==> config.mk <==
export PLATFORM = sky130hd
export DESIGN_NAME = regfile_dump_flat
export DESIGN_NICKNAME = d
export VERILOG_FILES = /design/src/rtl/regfile_dump_if.sv /design/src/rtl/regfile_dump.sv /design/src/flat_wrapper.sv
export SDC_FILE = /design/constraint.sdc
export NUM_CORES = 1
export LEC_CHECK = 0
export ABC_AREA = 1
export BUFFER_PORTS_ARGS = -buffer_cell sky130_fd_sc_hd__buf_2
export CORE_MARGIN = 2
export CORE_UTILIZATION = 60
export CTS_BUF_LIST = sky130_fd_sc_hd__clkbuf_8 sky130_fd_sc_hd__clkbuf_16
export DETAILED_ROUTE_END_ITERATION = 10
export PLACE_DENSITY = 0.82
export SLEW_MARGIN = 10
export SYNTH_ARGS = -nofsm -noshare
export SYNTH_HDL_FRONTEND = slang
export SYNTH_SLANG_ARGS = --single-unit
==> constraint.sdc <==
create_clock -name clock -period 4.55 [get_ports clock]
set_input_delay 0.455 -clock clock [delete_from_list [all_inputs] [get_ports clock]]
set_output_delay 0.455 -clock clock [all_outputs]
set_load 0.005 [all_outputs]
==> src/rtl/regfile_dump_if.sv <==
// Debug-dump bundle: start/status, register-file debug read port and outgoing byte stream.
// master = the dump engine; slave = the register file plus transmitter side.
interface regfile_dump_if #(
   parameter int ADDR_WIDTH = 5,
   parameter int DATA_WIDTH = 32
);
   logic                  start;
   logic                  busy;
   logic                  done;
   logic [ADDR_WIDTH-1:0] debug_address;
   logic                  debug_clock;
   logic [DATA_WIDTH-1:0] debug_data;
   logic [7:0]            tx_data;
   logic                  tx_valid;
   logic                  tx_ready;

   modport master (
      input  start,
      output busy,
      output done,
      output debug_address,
      output debug_clock,
      input  debug_data,
      output tx_data,
      output tx_valid,
      input  tx_ready
   );

   modport slave (
      output start,
      input  busy,
      input  done,
      input  debug_address,
      input  debug_clock,
      output debug_data,
      input  tx_data,
      input  tx_valid,
      output tx_ready
   );
endinterface

==> src/rtl/regfile_dump.sv <==
// Register-file snapshot streamer: A5 header then every register MSB byte first; 7 cycles/register at full rate.
// tx_valid/tx_data hold until accepted; each stalled cycle in SYNC/SEND adds one cycle, nothing is dropped.
module regfile_dump #(
   parameter int         NUM_REGS   = 32,
   parameter int         ADDR_WIDTH = 5,
   parameter int         DATA_WIDTH = 32,
   parameter logic [7:0] SYNC_BYTE  = 8'hA5
) (
   input logic           clock,
   input logic           reset,
   regfile_dump_if.master dbg
);
   typedef enum logic [2:0] {
      S_IDLE, S_SYNC, S_ADDR, S_FALL, S_CAPT, S_SEND, S_DONE
   } state_t;

   localparam logic [ADDR_WIDTH-1:0] LAST_IDX = ADDR_WIDTH'(NUM_REGS - 1);

   state_t                r_state,     w_state_nxt;
   logic [ADDR_WIDTH-1:0] r_index,     w_index_nxt;
   logic [1:0]            r_byte,      w_byte_nxt;
   logic [DATA_WIDTH-1:0] r_cap,       w_cap_nxt;
   logic [7:0]            r_tx_data,   w_tx_data_nxt;
   logic                  r_tx_valid,  w_tx_valid_nxt;
   logic                  r_busy,      w_busy_nxt;
   logic                  r_done,      w_done_nxt;
   logic [ADDR_WIDTH-1:0] r_addr,      w_addr_nxt;
   logic                  r_dclk,      w_dclk_nxt;
   logic                  w_accept;

   assign w_accept = r_tx_valid & dbg.tx_ready;

   // Outputs are computed for the state being entered so every port comes straight from a flop.
   always_comb begin
      w_state_nxt    = r_state;
      w_index_nxt    = r_index;
      w_byte_nxt     = r_byte;
      w_cap_nxt      = r_cap;
      w_tx_data_nxt  = r_tx_data;
      w_tx_valid_nxt = r_tx_valid;
      w_busy_nxt     = r_busy;
      w_done_nxt     = 1'b0;
      w_addr_nxt     = r_addr;
      w_dclk_nxt     = 1'b0;
      case (r_state)
         S_IDLE: begin
            if (dbg.start) begin
               w_state_nxt    = S_SYNC;
               w_index_nxt    = '0;
               w_busy_nxt     = 1'b1;
               w_tx_valid_nxt = 1'b1;
               w_tx_data_nxt  = SYNC_BYTE;
               w_addr_nxt     = '0;
            end
         end
         S_SYNC: begin
            if (w_accept) begin
               w_state_nxt    = S_ADDR;
               w_tx_valid_nxt = 1'b0;
               w_tx_data_nxt  = '0;
               w_addr_nxt     = r_index;
               w_dclk_nxt     = 1'b1;
            end
         end
         S_ADDR: w_state_nxt = S_FALL;
         S_FALL: begin
            // One full clock has elapsed since the debug_clock falling edge.
            w_state_nxt = S_CAPT;
            w_cap_nxt   = dbg.debug_data;
         end
         S_CAPT: begin
            w_state_nxt    = S_SEND;
            w_byte_nxt     = 2'd0;
            w_tx_valid_nxt = 1'b1;
            w_tx_data_nxt  = r_cap[DATA_WIDTH-1 -: 8];
         end
         S_SEND: begin
            if (w_accept) begin
               if (r_byte != 2'd3) begin
                  w_byte_nxt    = r_byte + 2'd1;
                  w_cap_nxt     = {r_cap[DATA_WIDTH-9:0], 8'h00};
                  w_tx_data_nxt = r_cap[DATA_WIDTH-9 -: 8];
               end else begin
                  w_tx_valid_nxt = 1'b0;
                  w_tx_data_nxt  = '0;
                  if (r_index == LAST_IDX) begin
                     w_state_nxt = S_DONE;
                     w_busy_nxt  = 1'b0;
                     w_done_nxt  = 1'b1;
                     w_addr_nxt  = '0;
                  end else begin
                     w_state_nxt = S_ADDR;
                     w_index_nxt = r_index + ADDR_WIDTH'(1);
                     w_addr_nxt  = r_index + ADDR_WIDTH'(1);
                     w_dclk_nxt  = 1'b1;
                  end
               end
            end
         end
         S_DONE:  w_state_nxt = S_IDLE;
         default: w_state_nxt = S_IDLE;
      endcase
   end

   always_ff @(posedge clock or posedge reset) begin
      if (reset) begin
         r_state    <= S_IDLE;
         r_index    <= '0;
         r_byte     <= '0;
         r_cap      <= '0;
         r_tx_data  <= '0;
         r_tx_valid <= 1'b0;
         r_busy     <= 1'b0;
         r_done     <= 1'b0;
         r_addr     <= '0;
         r_dclk     <= 1'b0;
      end else begin
         r_state    <= w_state_nxt;
         r_index    <= w_index_nxt;
         r_byte     <= w_byte_nxt;
         r_cap      <= w_cap_nxt;
         r_tx_data  <= w_tx_data_nxt;
         r_tx_valid <= w_tx_valid_nxt;
         r_busy     <= w_busy_nxt;
         r_done     <= w_done_nxt;
         r_addr     <= w_addr_nxt;
         r_dclk     <= w_dclk_nxt;
      end
   end

   assign dbg.busy          = r_busy;
   assign dbg.done          = r_done;
   assign dbg.debug_address = r_addr;
   assign dbg.debug_clock   = r_dclk;
   assign dbg.tx_data       = r_tx_data;
   assign dbg.tx_valid      = r_tx_valid;
endmodule

==> src/flat_wrapper.sv <==
// flat-port wrapper written by rule: the top's interface ports become plain ports
module regfile_dump_flat 
#(
   parameter int         NUM_REGS   = 32,
   parameter int         ADDR_WIDTH = 5,
   parameter int         DATA_WIDTH = 32,
   parameter logic [7:0] SYNC_BYTE  = 8'hA5
)
  (clock, reset, dbg_start, dbg_busy, dbg_done, dbg_debug_address, dbg_debug_clock, dbg_debug_data, dbg_tx_data, dbg_tx_valid, dbg_tx_ready);
  regfile_dump_if #(.ADDR_WIDTH(ADDR_WIDTH), .DATA_WIDTH(DATA_WIDTH)) dbg_i ();
  input logic clock;
  input logic reset;
  input wire logic [$bits(dbg_i.start)-1:0] dbg_start;
  output wire logic [$bits(dbg_i.busy)-1:0] dbg_busy;
  output wire logic [$bits(dbg_i.done)-1:0] dbg_done;
  output wire logic [$bits(dbg_i.debug_address)-1:0] dbg_debug_address;
  output wire logic [$bits(dbg_i.debug_clock)-1:0] dbg_debug_clock;
  input wire logic [$bits(dbg_i.debug_data)-1:0] dbg_debug_data;
  output wire logic [$bits(dbg_i.tx_data)-1:0] dbg_tx_data;
  output wire logic [$bits(dbg_i.tx_valid)-1:0] dbg_tx_valid;
  input wire logic [$bits(dbg_i.tx_ready)-1:0] dbg_tx_ready;
  assign dbg_i.start = dbg_start;
  assign dbg_busy = dbg_i.busy;
  assign dbg_done = dbg_i.done;
  assign dbg_debug_address = dbg_i.debug_address;
  assign dbg_debug_clock = dbg_i.debug_clock;
  assign dbg_i.debug_data = dbg_debug_data;
  assign dbg_tx_data = dbg_i.tx_data;
  assign dbg_tx_valid = dbg_i.tx_valid;
  assign dbg_i.tx_ready = dbg_tx_ready;
  regfile_dump #(.NUM_REGS(NUM_REGS), .ADDR_WIDTH(ADDR_WIDTH), .DATA_WIDTH(DATA_WIDTH), .SYNC_BYTE(SYNC_BYTE)) u_core (.clock(clock), .reset(reset), .dbg(dbg_i));
endmodule
# Word level (Yosys, flattened, before mapping)
# Cells that the tools add are included.
# op_classes
mux,45
n_addsub,2
eq_ne,14
n_reduce_logical,14
n_bitwise,1
# op_table
operator,n
2-to-1 mux 32 bit,2
case mux 32 bit (2 select lines),1
2-to-1 mux 5 bit,8
2-to-1 mux 8 bit,4
case mux 8 bit (4 select lines),1
AND reduction 5 bit,4
case mux 3 bit (6 select lines),1
2-to-1 mux 1 bit,15
2-to-1 mux 3 bit,5
case mux 5 bit (3 select lines),1
case mux 5 bit (2 select lines),1
"inequality test 2 x 1 -> 1 bit, second input constant",4
"inequality test 2 bit, second input constant",4
AND reduction 4 bit,2
"equality test 3 x 2 -> 1 bit, second input constant",2
"equality test 3 bit, second input constant",2
AND reduction 3 bit,2
nonzero test 2 bit,3
"adder 5 x 1 -> 5 bit, second input constant",1
"equality test 5 bit, second input constant",1
2-to-1 mux 2 bit,2
case mux 1 bit (2 select lines),2
case mux 1 bit (4 select lines),1
case mux 2 bit (2 select lines),1
6 further kinds,6
# word_totals
wordCells,86
inputBits,36
regBits,59
out_inout_bits,17

# Logic depth before layout (Yosys ltp)
# Gate-level depths: netlist of the first run.
# depth
depth_word,5
depth_mapped,10
depth_no_buf,9

# Worst setup path after synthesis of the first run
# Ideal clock, no wire load.
# synth_path
kind,register to register
start,reg u_core.r_index[0]
end,reg u_core.r_index[1]
required_ps,4422
setup_time_ps,128
t_arrival_ps,1374
synth_period_minus_slack_ps,1502
slack_ps,3048
stages_incl_launch_ff,9
path_cell_list,dfrtp_1 > ha_1 > nand2_1 > nor2_1 > ha_1 > o21ai_1 > nand3_1 > nand2_1 > o21ai_0
# synth_between
elab_chain_cells,5
word_cells_on_any_way,8
cone_classes,add/sub: 1; eq/ne: 2; mux: 4; reduce/logical: 1
# synth_rtl
item,line_no,source
"start, declared",regfile_dump.sv:20,"logic [ADDR_WIDTH-1:0] r_index, w_index_nxt;"
"start signal, assigned",regfile_dump.sv:119,r_index <= w_index_nxt;
adder 5 x 1 -> 5 bit,regfile_dump.sv:93,w_index_nxt = r_index + ADDR_WIDTH'(1);
2-to-1 mux 5 bit,regfile_dump.sv:86,if (r_index == LAST_IDX) begin
2-to-1 mux 5 bit,regfile_dump.sv:79,if (r_byte != 2'd3) begin
2-to-1 mux 5 bit,regfile_dump.sv:78,if (w_accept) begin
case mux 5 bit (2 select lines),regfile_dump.sv:45,case (r_state)
# Parallel ways exist; a longest one is shown, timed or not. The select of a mux whose other input is x is not followed.
# A chain may end at the register's enable or synchronous reset.

# Worst setup path in the final report of the first run
# layout_path
start,reg u_core.r_state[1]
end,reg u_core.r_cap[12]
# layout_between
elab_chain_cells,3
word_cells_on_any_way,7
cone_classes,eq/ne: 4; mux: 1; reduce/logical: 2
# layout_rtl
item,line_no,source
"start, declared",regfile_dump.sv:19,"state_t r_state, w_state_nxt;"
"start signal, assigned",regfile_dump.sv:118,r_state <= w_state_nxt;
equality test 3 bit / equality test 3 x 2 -> 1 bit (equally long branches),regfile_dump.sv:45,
inequality test 2 x 1 -> 1 bit (no line) / nonzero test 2 bit (equally long branches),--,
AND reduction 3 bit (no line),--,
"end signal, assigned",regfile_dump.sv:121,r_cap <= w_cap_nxt;
"end, declared",regfile_dump.sv:22,"logic [DATA_WIDTH-1:0] r_cap, w_cap_nxt;"
# Parallel ways exist; a longest one is shown, timed or not.

==> flow_metrics.env, run 1 <==
export IMPL_avgSynthCellArea_um2=7.98
export IMPL_htreeDepth=3
export IMPL_route_vias_total=2646
export IMPL_dieHeight_um=74.8
export IMPL_dp_hpwl_um=4510
export IMPL_ys_warn_count=0
export IMPL_first_iter_violations=230
export IMPL_synth_area_leaders="dfrtp_1 (49%), nand2_1 (20%), o21ai_0 (7.0%)"
export IMPL_power_frac_seq_pct=41.3
export IMPL_netSwitchingPower_mw=0.833
export IMPL_routed_wl_um=6530
export IMPL_viasPerCell=5.35
export IMPL_numCtsBuffers=9
export IMPL_ys_seq_area_share_pct=49.1
export IMPL_syn_inst=377
export IMPL_worstPathMaxFanout=48
export IMPL_post_synth_top_count_cell="nand2_1"
export IMPL_path_class="register to register"
export IMPL_peakVddDrop_uv=330
export IMPL_p_int_mw=1.22
export IMPL_rrSetupSlack_ns=1.65
export IMPL_min_period_ns=2.90
export IMPL_drive_gt1_share_pct=22.0
export IMPL_cp_required_ns=4.73
export IMPL_grt_pass1_wl_um=11100
export IMPL_min_period_over_period_pct=63.6
export IMPL_p_sw_share_pct=40.5
export IMPL_slew_headroom_pct=49.0
export IMPL_insertion_delay_ns=0.34
export IMPL_setup_viol=0
export IMPL_finClkSkew_ns=0.00926
export IMPL_fillers=395
export IMPL_p_leak_nw=1.80
export IMPL_fin_nets=464
export IMPL_finalSetupTns_ns=0
export IMPL_p_per_area_nw_per_um2=602
export IMPL_ys_async_sr_fraction_pct=100
export IMPL_worst_path_max_delay_cell="o21ai_4"
export IMPL_fmax_ghz=0.345
export IMPL_status="finished, final reports clean"
export IMPL_portBuffers=52
export IMPL_fp_dieW_um=74.8
export IMPL_r2r_cells=6
export IMPL_cts_clk_slew_worst_paths_ns=0.06
export IMPL_grt_max_degree=60
export IMPL_grtUsageTotal_pct=26.1
export IMPL_rsz0062_at_grt="no"
export IMPL_hold_violations=0
export IMPL_slowest_delay_ns=0.66
export IMPL_placed_area_um2=3230
export IMPL_p_clk_share_pct=20.9
export IMPL_syn_to_final_growth_pct=13.4
export IMPL_drv_slew=0
export IMPL_drc=0
export IMPL_fp_dieArea_um2=5600
export IMPL_syn_cell_area_um2=3010
export IMPL_antenna_found_initial=0
export IMPL_tightest_slew_ns=0.763
export IMPL_synth_nets=417
export IMPL_ys_ff_latch=59
export IMPL_gp_congestion=0.946
export IMPL_cap_violations=0
export IMPL_crit_reg2reg_launch="u_core.r_state[1]$_DFFE_PP0P_"
export IMPL_synth_top_area_share_pct=49.1
export IMPL_grt_pass1_vias=2597
export IMPL_worst_ep_arrival_time_ns=3.07
export IMPL_yosys_area_top_type="dfrtp_1"
export IMPL_p_comb_share_pct=37.8
export IMPL_core_um2=4790
export IMPL_synth_commonest_cells="nand2_1 (158), dfrtp_1 (59), o21ai_0 (42)"
export IMPL_synth_distinct_cells=28
export IMPL_initial_core_util_pct=62.8
export IMPL_cts_setup_buffers=0
export IMPL_synthFlopType="dfrtp_1"
export IMPL_final_cell_area_um2=3410
export IMPL_r2r_end="u_core.r_cap[12]$_DFFE_PP0P_"
export IMPL_clk_path_buf_depth=2
export IMPL_pin_count=53
export IMPL_post_drt_wl_per_cell_um=13.2
export IMPL_whs_ns=0.323
export IMPL_grt_ovfl_total=0
export IMPL_n_antenna_cell=0
export IMPL_antenna_left=0
export IMPL_synth_edff_count=0
export IMPL_cts_hold_buffers_added=0
export IMPL_hp_class="input port to async pin"
export IMPL_setup_worst_path_end_class="register"
export IMPL_first_pass_iters=5
export IMPL_cts_tree="done"
export IMPL_cp_start_kind="register"
export IMPL_clock_sinks=59
export IMPL_rows=25
export IMPL_root_buffer="clkbuf_8"
export IMPL_postCtsResizedCells=0
export IMPL_path_cells="inv_4 -> nand3_2 -> o21ai_4 -> nand2_2 -> nand2_1 -> o21ai_0"
[kinds of logic after synthesis]
logic type	share of synthesized area, %
AO/OA/AOI/OAI	10.3
XOR/XNOR	0.291
adder cells (fa/ha/maj)	1.66
buffers and inverters	5.53
flip-flops	49.1
AND/OR/NAND/NOR	33.2
[layout by cell type (no fill, tap or decap), types with 2 or more instances in the layout]
cell type,synthesis,layout
nand3_1,30,30
dfrtp_1,59,59
nand4_1,3,3
nor2_1,7,7
or2_2,11,11
nor2_2,5,5
clkinv_2,0,2
buf_2,8,52
inv_2,1,2
o21ai_1,10,10
nand2_1,158,158
nand3_2,3,3
or2_0,6,6
o21ai_0,42,42
ha_1,4,4
clkbuf_8,0,12
a31oi_1,2,2
nand2_2,2,2
inv_1,8,8
o21a_1,2,2
[how the worst max path moves through the flow]
stage / from / to / slack, ns / depth (start not counted)
2_1_floorplan: reset / u_core.dbg.busy$_DFFE_PP0P_ / 2.64 / 1
3_3_place_gp: u_core.r_state[1]$_DFFE_PP0P_ / u_core.r_cap[22]$_DFFE_PP0P_ / 1.87 / 6
3_5_place_dp: u_core.r_state[1]$_DFFE_PP0P_ / u_core.r_cap[19]$_DFFE_PP0P_ / 1.74 / 6
4_1_cts: u_core.r_state[1]$_DFFE_PP0P_ / u_core.r_cap[12]$_DFFE_PP0P_ / 1.68 / 6
5_1_grt: u_core.r_state[1]$_DFFE_PP0P_ / u_core.r_cap[12]$_DFFE_PP0P_ / 1.40 / 6
6_report: u_core.r_state[1]$_DFFE_PP0P_ / u_core.r_cap[12]$_DFFE_PP0P_ / 1.65 / 6
[metal layers]
metal	routed length, µm	track usage, %	part of all wire, %	vias to the layer above
met5	0	0	0	-
met4	128	11.7	2.0	0
met2	3070	42.8	47	90
met3	366	6.02	5.6	13
met1	2960	33.3	45	1231
li1	-	-	-	1312
[power groups by stage]
stage	Clock (mW)	Sequential (mW)	Combinational (mW)
6_report	0.429	0.849	0.777
5_1_grt	0.455	0.873	0.892
4_1_cts	0.435	0.845	0.778
3_5_place_dp	0	0.854	0.772
3_3_place_gp	0	0.847	0.740
2_1_floorplan	0	0.812	0.650
[flip-flops by register name, indices dropped and copies added, names as in the netlist]
register	flops
u_core.r_cap	32
u_core.dbg.tx_data	8
u_core.dbg.debug_address	5
u_core.r_index	5
u_core.r_state	3
u_core.r_byte	2
u_core.dbg.busy	1
u_core.dbg.debug_clock	1
u_core.dbg.done	1
u_core.dbg.tx_valid	1
[worst max-delay path, delay by kind of cell, from the launching register on]
| family | cells | cell delay, ns |
|---|---|---|
| DFF | 1 | 0.48 |
| AOI/OAI and AO/OA | 2 | 0.78 |
| buffers and inverters | 1 | 0.13 |
| and+or+nand+nor | 3 | 1.33 |
[area by class of cell]
cell class              count  area [µm²]  area share [%]
clock buffers              12         165            4.84
well taps                  67        83.8            2.46
inverters                  10        40.0            1.17
flip-flops and latches     59        1480            43.3
repair buffers             53         268            7.85
clock inverters             3        13.8           0.403
multi-input cells         291        1370            40.0
[through the flow]
| step | setup slack [ns] | utilization, % | cells | total power [mW] |
|---|---|---|---|---|
| floorplan | 2.64 | - | 377 | 1.46 |
| global placement | 1.87 | 67.6 | 480 | 1.59 |
| detailed placement | 1.74 | 67.6 | 480 | 1.63 |
| CTS | 1.68 | 71.3 | 495 | 2.06 |
| global route | 1.40 | 71.3 | 495 | 2.22 |
| finish | 1.65 | 71.3 | 495 | 2.05 |
No activity file was read; power rests on OpenSTA's default activity.
==> run 2, diff against run 1 <==
CORE_UTILIZATION = 50   (was 60)
PLACE_DENSITY = 0.72   (was 0.82)
clock period = 2.65 ns   (was 4.55 ns; I/O delays follow)
==> run 2 against run 1 <==
Wire length fell by 0.23%. Critical path depth did not move. Worst hold slack got worse by 0.19 ns. Sequential share of layout area fell by 1.5 points. Largest cell class unchanged.
==> flow_metrics.env, run 2 (synthesis gave the netlist of run 1 again) <==
export IMPL_hold_violations=0
export IMPL_drc=0
export IMPL_dp_hpwl_um=4410
export IMPL_numCtsBuffers=9
export IMPL_whs_ns=0.131
export IMPL_slew_headroom_pct=49.0
export IMPL_cp_start_kind="register"
export IMPL_tightest_slew_ns=0.762
export IMPL_p_comb_share_pct=34.8
export IMPL_crit_family="simple AND/OR/NAND/NOR gates"
export IMPL_cap_violations=0
export IMPL_grt_max_degree=60
export IMPL_final_cell_area_um2=3530
export IMPL_cts_clk_slew_worst_paths_ns=0.07
export IMPL_p_clk_share_pct=27.6
export IMPL_p_sw_share_pct=37.3
export IMPL_root_buffer="clkbuf_8"
export IMPL_placedCellCount=492
export IMPL_setup_viol=0
export IMPL_antenna_found_initial=0
export IMPL_cp_num_cells=6
export IMPL_first_iter_violations=180
export IMPL_rows=28
export IMPL_first_pass_iters=5
export IMPL_netSwitchingPower_mw=1.44
export IMPL_hp_class="input port to async pin"
export IMPL_cts_tree="done"
export IMPL_route_vias_total=2670
export IMPL_routed_wl_um=6510
export IMPL_initial_core_util_pct=51.4
export IMPL_post_drt_wl_per_cell_um=12.8
export IMPL_portBuffers=52
export IMPL_htreeDepth=3
export IMPL_slowest_delay_ns=0.49
export IMPL_fin_nets=468
export IMPL_peakVddDrop_uv=541
export IMPL_worst_ep_arrival_time_ns=2.07
export IMPL_postCtsResizedCells=0
export IMPL_largest_reg_flops=32
export IMPL_gp_congestion=0.912
export IMPL_dieHeight_um=81.6
export IMPL_setup_worst_path_end_class="register"
export IMPL_clock_sinks=59
export IMPL_min_period_over_period_pct=71.1
export IMPL_syn_to_final_growth_pct=17.5
export IMPL_place_ws_ns=0.773
export IMPL_antenna_left=0
export IMPL_drv_slew=0
export IMPL_pin_count=53
export IMPL_clk_path_buf_depth=2
export IMPL_finalSetupTns_ns=0
export IMPL_finClkSkew_ns=0.00930
export IMPL_p_leak_nw=1.86
export IMPL_cp_required_ns=2.84
export IMPL_core_um2=5850
export IMPL_layout_commonest_cell="nand2_1"
export IMPL_cts_setup_buffers=0
export IMPL_regMostFlops="u_core.r_cap"
export IMPL_insertion_delay_ns=0.34
export IMPL_r2r_cells=6
export IMPL_final_cell_mix="nand2_1 (158), dfrtp_1 (59), buf_2 (52)"
export IMPL_rsz0062_at_grt="no"
export IMPL_drive_gt1_share_pct=23.1
export IMPL_power_frac_seq_pct=37.6
export IMPL_grtUsageTotal_pct=21.8
export IMPL_path_class="register to register"
export IMPL_grt_ovfl_total=0
export IMPL_p_per_area_nw_per_um2=1090
export IMPL_fp_dieW_um=81.6
export IMPL_fin_ws_ns=0.766
export IMPL_grt_pass1_wl_um=11200
export IMPL_p_total_mw=3.85
export IMPL_instances_no_fill=508
export IMPL_status="finished, final reports clean"
export IMPL_fp_dieArea_um2=6650
export IMPL_fin_util_pct=60.4
export IMPL_p_int_mw=2.41
export IMPL_fmax_ghz=0.531
export IMPL_worst_path_buf_inv=1
export IMPL_placed_area_um2=3270
export IMPL_min_period_ns=1.88
export IMPL_n_antenna_cell=0
export IMPL_grt_pass1_vias=2576
export IMPL_path_cells="inv_4 -> nand3_2 -> o21ai_4 -> nand2_2 -> nand2_1 -> o21ai_0"
export IMPL_viasPerCell=5.26
export IMPL_worstPathMaxFanout=48
export IMPL_cts_hold_buffers_added=0
export IMPL_worst_path_max_delay_cell="dfrtp_1"
==> run 2: changes by cell type in the layout (fill, tap and decap cells not counted) <==
| cell | previous run | this run |
|---|---|---|
| inv_1 | 8 | 7 |
| bufinv_16 | 0 | 3 |
| buf_4 | 1 | 5 |
| clkinv_2 | 2 | 1 |
==> run 2: metal layers <==
layer	vias up	wire (µm)	global-route usage, %
li1	1327	-	-
met1	1240	3090	29.2
met2	88	2900	32.6
met3	15	398	6.48
met4	0	112	10.0
met5	-	0	0
==> run 2: worst paths after layout <==
path	startpoint	end	slack [ns]
max	u_core.r_state[1]$_DFFE_PP0P_	u_core.r_cap[20]$_DFFE_PP0P_	0.77
min	reset	u_core.dbg.debug_address[4]$_DFFE_PP0P_	0.13
max reg2reg	u_core.r_state[1]$_DFFE_PP0P_	u_core.r_cap[20]$_DFFE_PP0P_	0.77
min reg2reg	u_core.r_cap[2]$_DFFE_PP0P_	u_core.r_cap[2]$_DFFE_PP0P_	0.46
max in group asynchronous	reset	u_core.r_cap[2]$_DFFE_PP0P_	2.03
min in group clock	dbg_debug_data[3]	u_core.r_cap[3]$_DFFE_PP0P_	0.16
==> run 2: worst register-to-register path: stages, from the launching register on <==
cell and delay [ns]:
dfrtp_1 0.49, inv_4 0.14, nand3_2 0.16, o21ai_4 0.19, nand2_2 0.46, nand2_1 0.21, o21ai_0 0.10
==> run 2: final cells by class <==
cell class                 instances  area (µm²)
clock inverter                     4        95.1
multi-input combinational        291        1370
inverter                          10        40.0
tap                               75        93.8
timing repair buffer              57         298
sequential                        59        1480
clock buffer                      12         165
fill                             527        2320
==> run 2: power groups by stage <==
stage          clock network [mW]  registers [mW]  logic [mW]
2_1_floorplan                   0            1.39        1.12
3_3_place_gp                    0            1.44        1.30
3_5_place_dp                    0            1.46        1.35
4_1_cts                      1.07            1.44        1.35
5_1_grt                      1.11            1.49        1.58
6_report                     1.06            1.45        1.34
==> run 3, diff against run 2 <==
ABC_AREA = 0   (was 1)
CORE_UTILIZATION = 55   (was 50)
PLACE_DENSITY = 0.76   (was 0.72)
clock period = 2 ns   (was 2.65 ns; I/O delays follow)
==> run 3 against run 2 <==
First-iteration DRC count rose by 43%. Critical endpoint is now u_core.r_index[3]$_DFFE_PP0P_. Power up 35%. Non-clock buffer count rose by 15. Synthesized cell count decreased by 24%. Die area is 12% lower. Count of clock-buffer cells in the layout decreased by 2.
==> flow_metrics.env, run 3 <==
export IMPL_place_ws_ns=0.0748
export IMPL_ys_seq_area_share_pct=51.2
export IMPL_cp_common_cell="ha_2"
export IMPL_wl_met3_um=306
export IMPL_htreeDepth=3
export IMPL_synth_commonest_cells="dfrtp_1 (59), a21oi_1 (37), nor2_1 (33)"
export IMPL_path_cells="ha_2 -> and3_1 -> ha_2 -> or3_1 -> and2_4 -> a22o_1"
export IMPL_r2r_cells=6
export IMPL_ys_async_sr_fraction_pct=100
export IMPL_grtUsageTotal_pct=23.3
export IMPL_cp_start_kind="register"
export IMPL_fp_dieW_um=76.4
export IMPL_root_buffer="clkbuf_8"
export IMPL_crit_start="u_core.r_index[1]$_DFFE_PP0P_"
export IMPL_numCtsBuffers=9
export IMPL_grt_ovfl_total=0
export IMPL_path_class="register to register"
export IMPL_fin_nets=388
export IMPL_r2r_end="u_core.r_index[3]$_DFFE_PP0P_"
export IMPL_cts_tree="done"
export IMPL_largest_reg_flops=32
export IMPL_cp_required_ns=2.22
export IMPL_routed_top_layer="met4"
export IMPL_viasPerCell=5.50
export IMPL_syn_cell_area_um2=2880
export IMPL_worst_ep_arrival_time_ns=2.17
export IMPL_rsz0062_at_grt="no"
export IMPL_syn_inst=285
export IMPL_hp_class="input port to register"
export IMPL_status="finished, final reports clean"
export IMPL_crit_reg2reg_launch="u_core.r_index[1]$_DFFE_PP0P_"
export IMPL_finClkSkew_ns=0.00852
export IMPL_grt_max_degree=49
export IMPL_first_pass_iters=5
export IMPL_dieHeight_um=76.4
export IMPL_post_synth_top_count_cell="dfrtp_1"
export IMPL_initial_core_util_pct=56.8
export IMPL_avgSynthCellArea_um2=10.1
export IMPL_clock_sinks=59
export IMPL_synth_nets=325
export IMPL_p_leak_nw=1.76
export IMPL_slowest_delay_ns=0.41
export IMPL_cts_clk_slew_worst_paths_ns=0.07
export IMPL_ys_warn_count=0
export IMPL_setup_viol=0
export IMPL_layout_commonest_cell="dfrtp_1"
export IMPL_fin_ws_ns=0.0573
export IMPL_tightest_slew_ns=0.521
export IMPL_syn_to_final_growth_pct=22.2
export IMPL_ys_ff_latch=59
export IMPL_finalSetupTns_ns=0
export IMPL_routed_wl_um=6330
export IMPL_worstPathMaxFanout=4
export IMPL_p_per_area_nw_per_um2=1480
export IMPL_insertion_delay_ns=0.34
export IMPL_drive_gt1_share_pct=27.1
export IMPL_gp_congestion=0.813
export IMPL_hold_violations=0
export IMPL_synth_area_leaders="dfrtp_1 (51%), mux2i_1 (8.7%), a21oi_1 (6.4%)"
export IMPL_peakVddDrop_uv=763
export IMPL_route_vias_total=2317
export IMPL_post_drt_wl_per_cell_um=15.0
export IMPL_slew_headroom_pct=65.2
export IMPL_yosys_area_top_type="dfrtp_1"
export IMPL_grt_pass1_vias=2226
export IMPL_grt_pass1_wl_um=10700
export IMPL_final_cell_mix="dfrtp_1 (59), buf_2 (52), a21oi_1 (37)"
export IMPL_worstSetupEndpoint="u_core.r_index[3]$_DFFE_PP0P_"
export IMPL_core_um2=5070
export IMPL_cap_violations=0
export IMPL_synth_edff_count=0
export IMPL_rows=26
export IMPL_rrSetupSlack_ns=0.06
export IMPL_wl_met2_um=2970
export IMPL_antenna_left=0
export IMPL_setup_worst_path_end_class="register"
export IMPL_fmax_ghz=0.515
export IMPL_min_period_ns=1.94
export IMPL_n_antenna_cell=0
export IMPL_fp_dieArea_um2=5840
export IMPL_synth_top_area_share_pct=51.2
export IMPL_first_iter_violations=258
export IMPL_clk_path_buf_depth=2
export IMPL_min_period_over_period_pct=97.1
export IMPL_drc=0
export IMPL_pin_count=53
export IMPL_dp_hpwl_um=4400
export IMPL_portBuffers=52
export IMPL_drt_met1_wl_um=2930
export IMPL_antenna_found_initial=0
export IMPL_synthFlopType="dfrtp_1"
export IMPL_regMostFlops="u_core.r_cap"
export IMPL_synth_distinct_cells=38
export IMPL_worst_path_max_delay_cell="dfrtp_1"
export IMPL_drv_slew=0
==> run 3: changes by cell type in the layout (fill, tap and decap cells not counted), sizes merged, moves of 10 or more <==
cell,delta
a21oi,+36
a22o,+10
buf,+14
mux2i,+25
nand2,-148
nand3,-28
nor2,+20
o21ai,-47
or2,-17
==> run 3: routing by layer <==
metal	vias up	track usage, %
li1	1141	-
met1	1105	33.1
met2	63	34.9
met3	8	6.16
met4	0	7.64
met5	-	0
==> run 3: repair_timing <==
action	4_1_cts	5_1_grt
resized for setup	0	1
endpoints found under the hold margin	23	0
endpoints found under the setup margin	0	3
buffers inserted	0	1
hold buffers	1	0
==> run 3: critical path: cells and delay by family (launching register included) <==
family | cells | cell delay, ns
fa+ha+maj | 2 | 0.40
flops | 1 | 0.41
simple gates | 3 | 0.79
compound gates | 1 | 0.23
==> run 3: report_power, final <==
group / leakage [nW] / internal [mW] / switching (mW)
Clock: 0.0992 / 0.586 / 0.458
Combinational: 0.941 / 1.02 / 1.14
Sequential: 0.724 / 1.67 / 0.326
Total: 1.76 / 3.28 / 1.93
==> run 3: worst min path at each step <==
stage,start,end,slack (ns),cells after the start
global route,dbg_debug_data[7],u_core.r_cap[7]$_DFFE_PP0P_,0.09,2
finish,dbg_debug_data[6],u_core.r_cap[6]$_DFFE_PP0P_,0.08,2
global placement,reset,u_core.r_cap[6]$_DFFE_PP0P_,0.29,2
floorplan,dbg_debug_data[0],u_core.r_cap[0]$_DFFE_PP0P_,0.34,1
detailed placement,reset,u_core.r_cap[6]$_DFFE_PP0P_,0.28,2
CTS,dbg_debug_data[3],u_core.r_cap[3]$_DFFE_PP0P_,0.07,2
==> run 3: logic make-up (layout without fill, tap and decap cells) <==
kind of cell / after synthesis / in the layout / synth area share, %
flip-flops: 59 / 59 / 51.2
AND/OR/NAND/NOR: 83 / 83 / 14.3
AO/OA/AOI/OAI: 80 / 80 / 17.7
buffers and inverters: 30 / 96 / 4.60
XOR/XNOR: 1 / 1 / 0.304
multiplexers: 28 / 28 / 10.1
adder cells (fa/ha/maj): 4 / 4 / 1.74
==> run 3: layout make-up <==
class | count | area [µm²]
Multi-Input combinational cell | 196 | 1290
Inverter | 10 | 37.5
Tap cell | 70 | 87.6
Clock buffer | 10 | 138
Clock inverter | 4 | 43.8
Timing Repair Buffer | 72 | 450
Sequential cell | 59 | 1480
Fill cell | 404 | 1550
==> run 3: stage by stage <==
stage	hold WS, ns	std cells	power (mW)	cell area (µm²)	utilization [%]
3_5_place_dp	0.284	405	4.15	3320	65.4
5_1_grt	0.0891	421	5.61	3520	69.4
2_1_floorplan	0.340	285	3.50	2890	-
6_report	0.0793	421	5.21	3520	69.4
3_3_place_gp	0.286	405	4.09	3320	65.4
4_1_cts	0.0695	420	5.21	3510	69.2
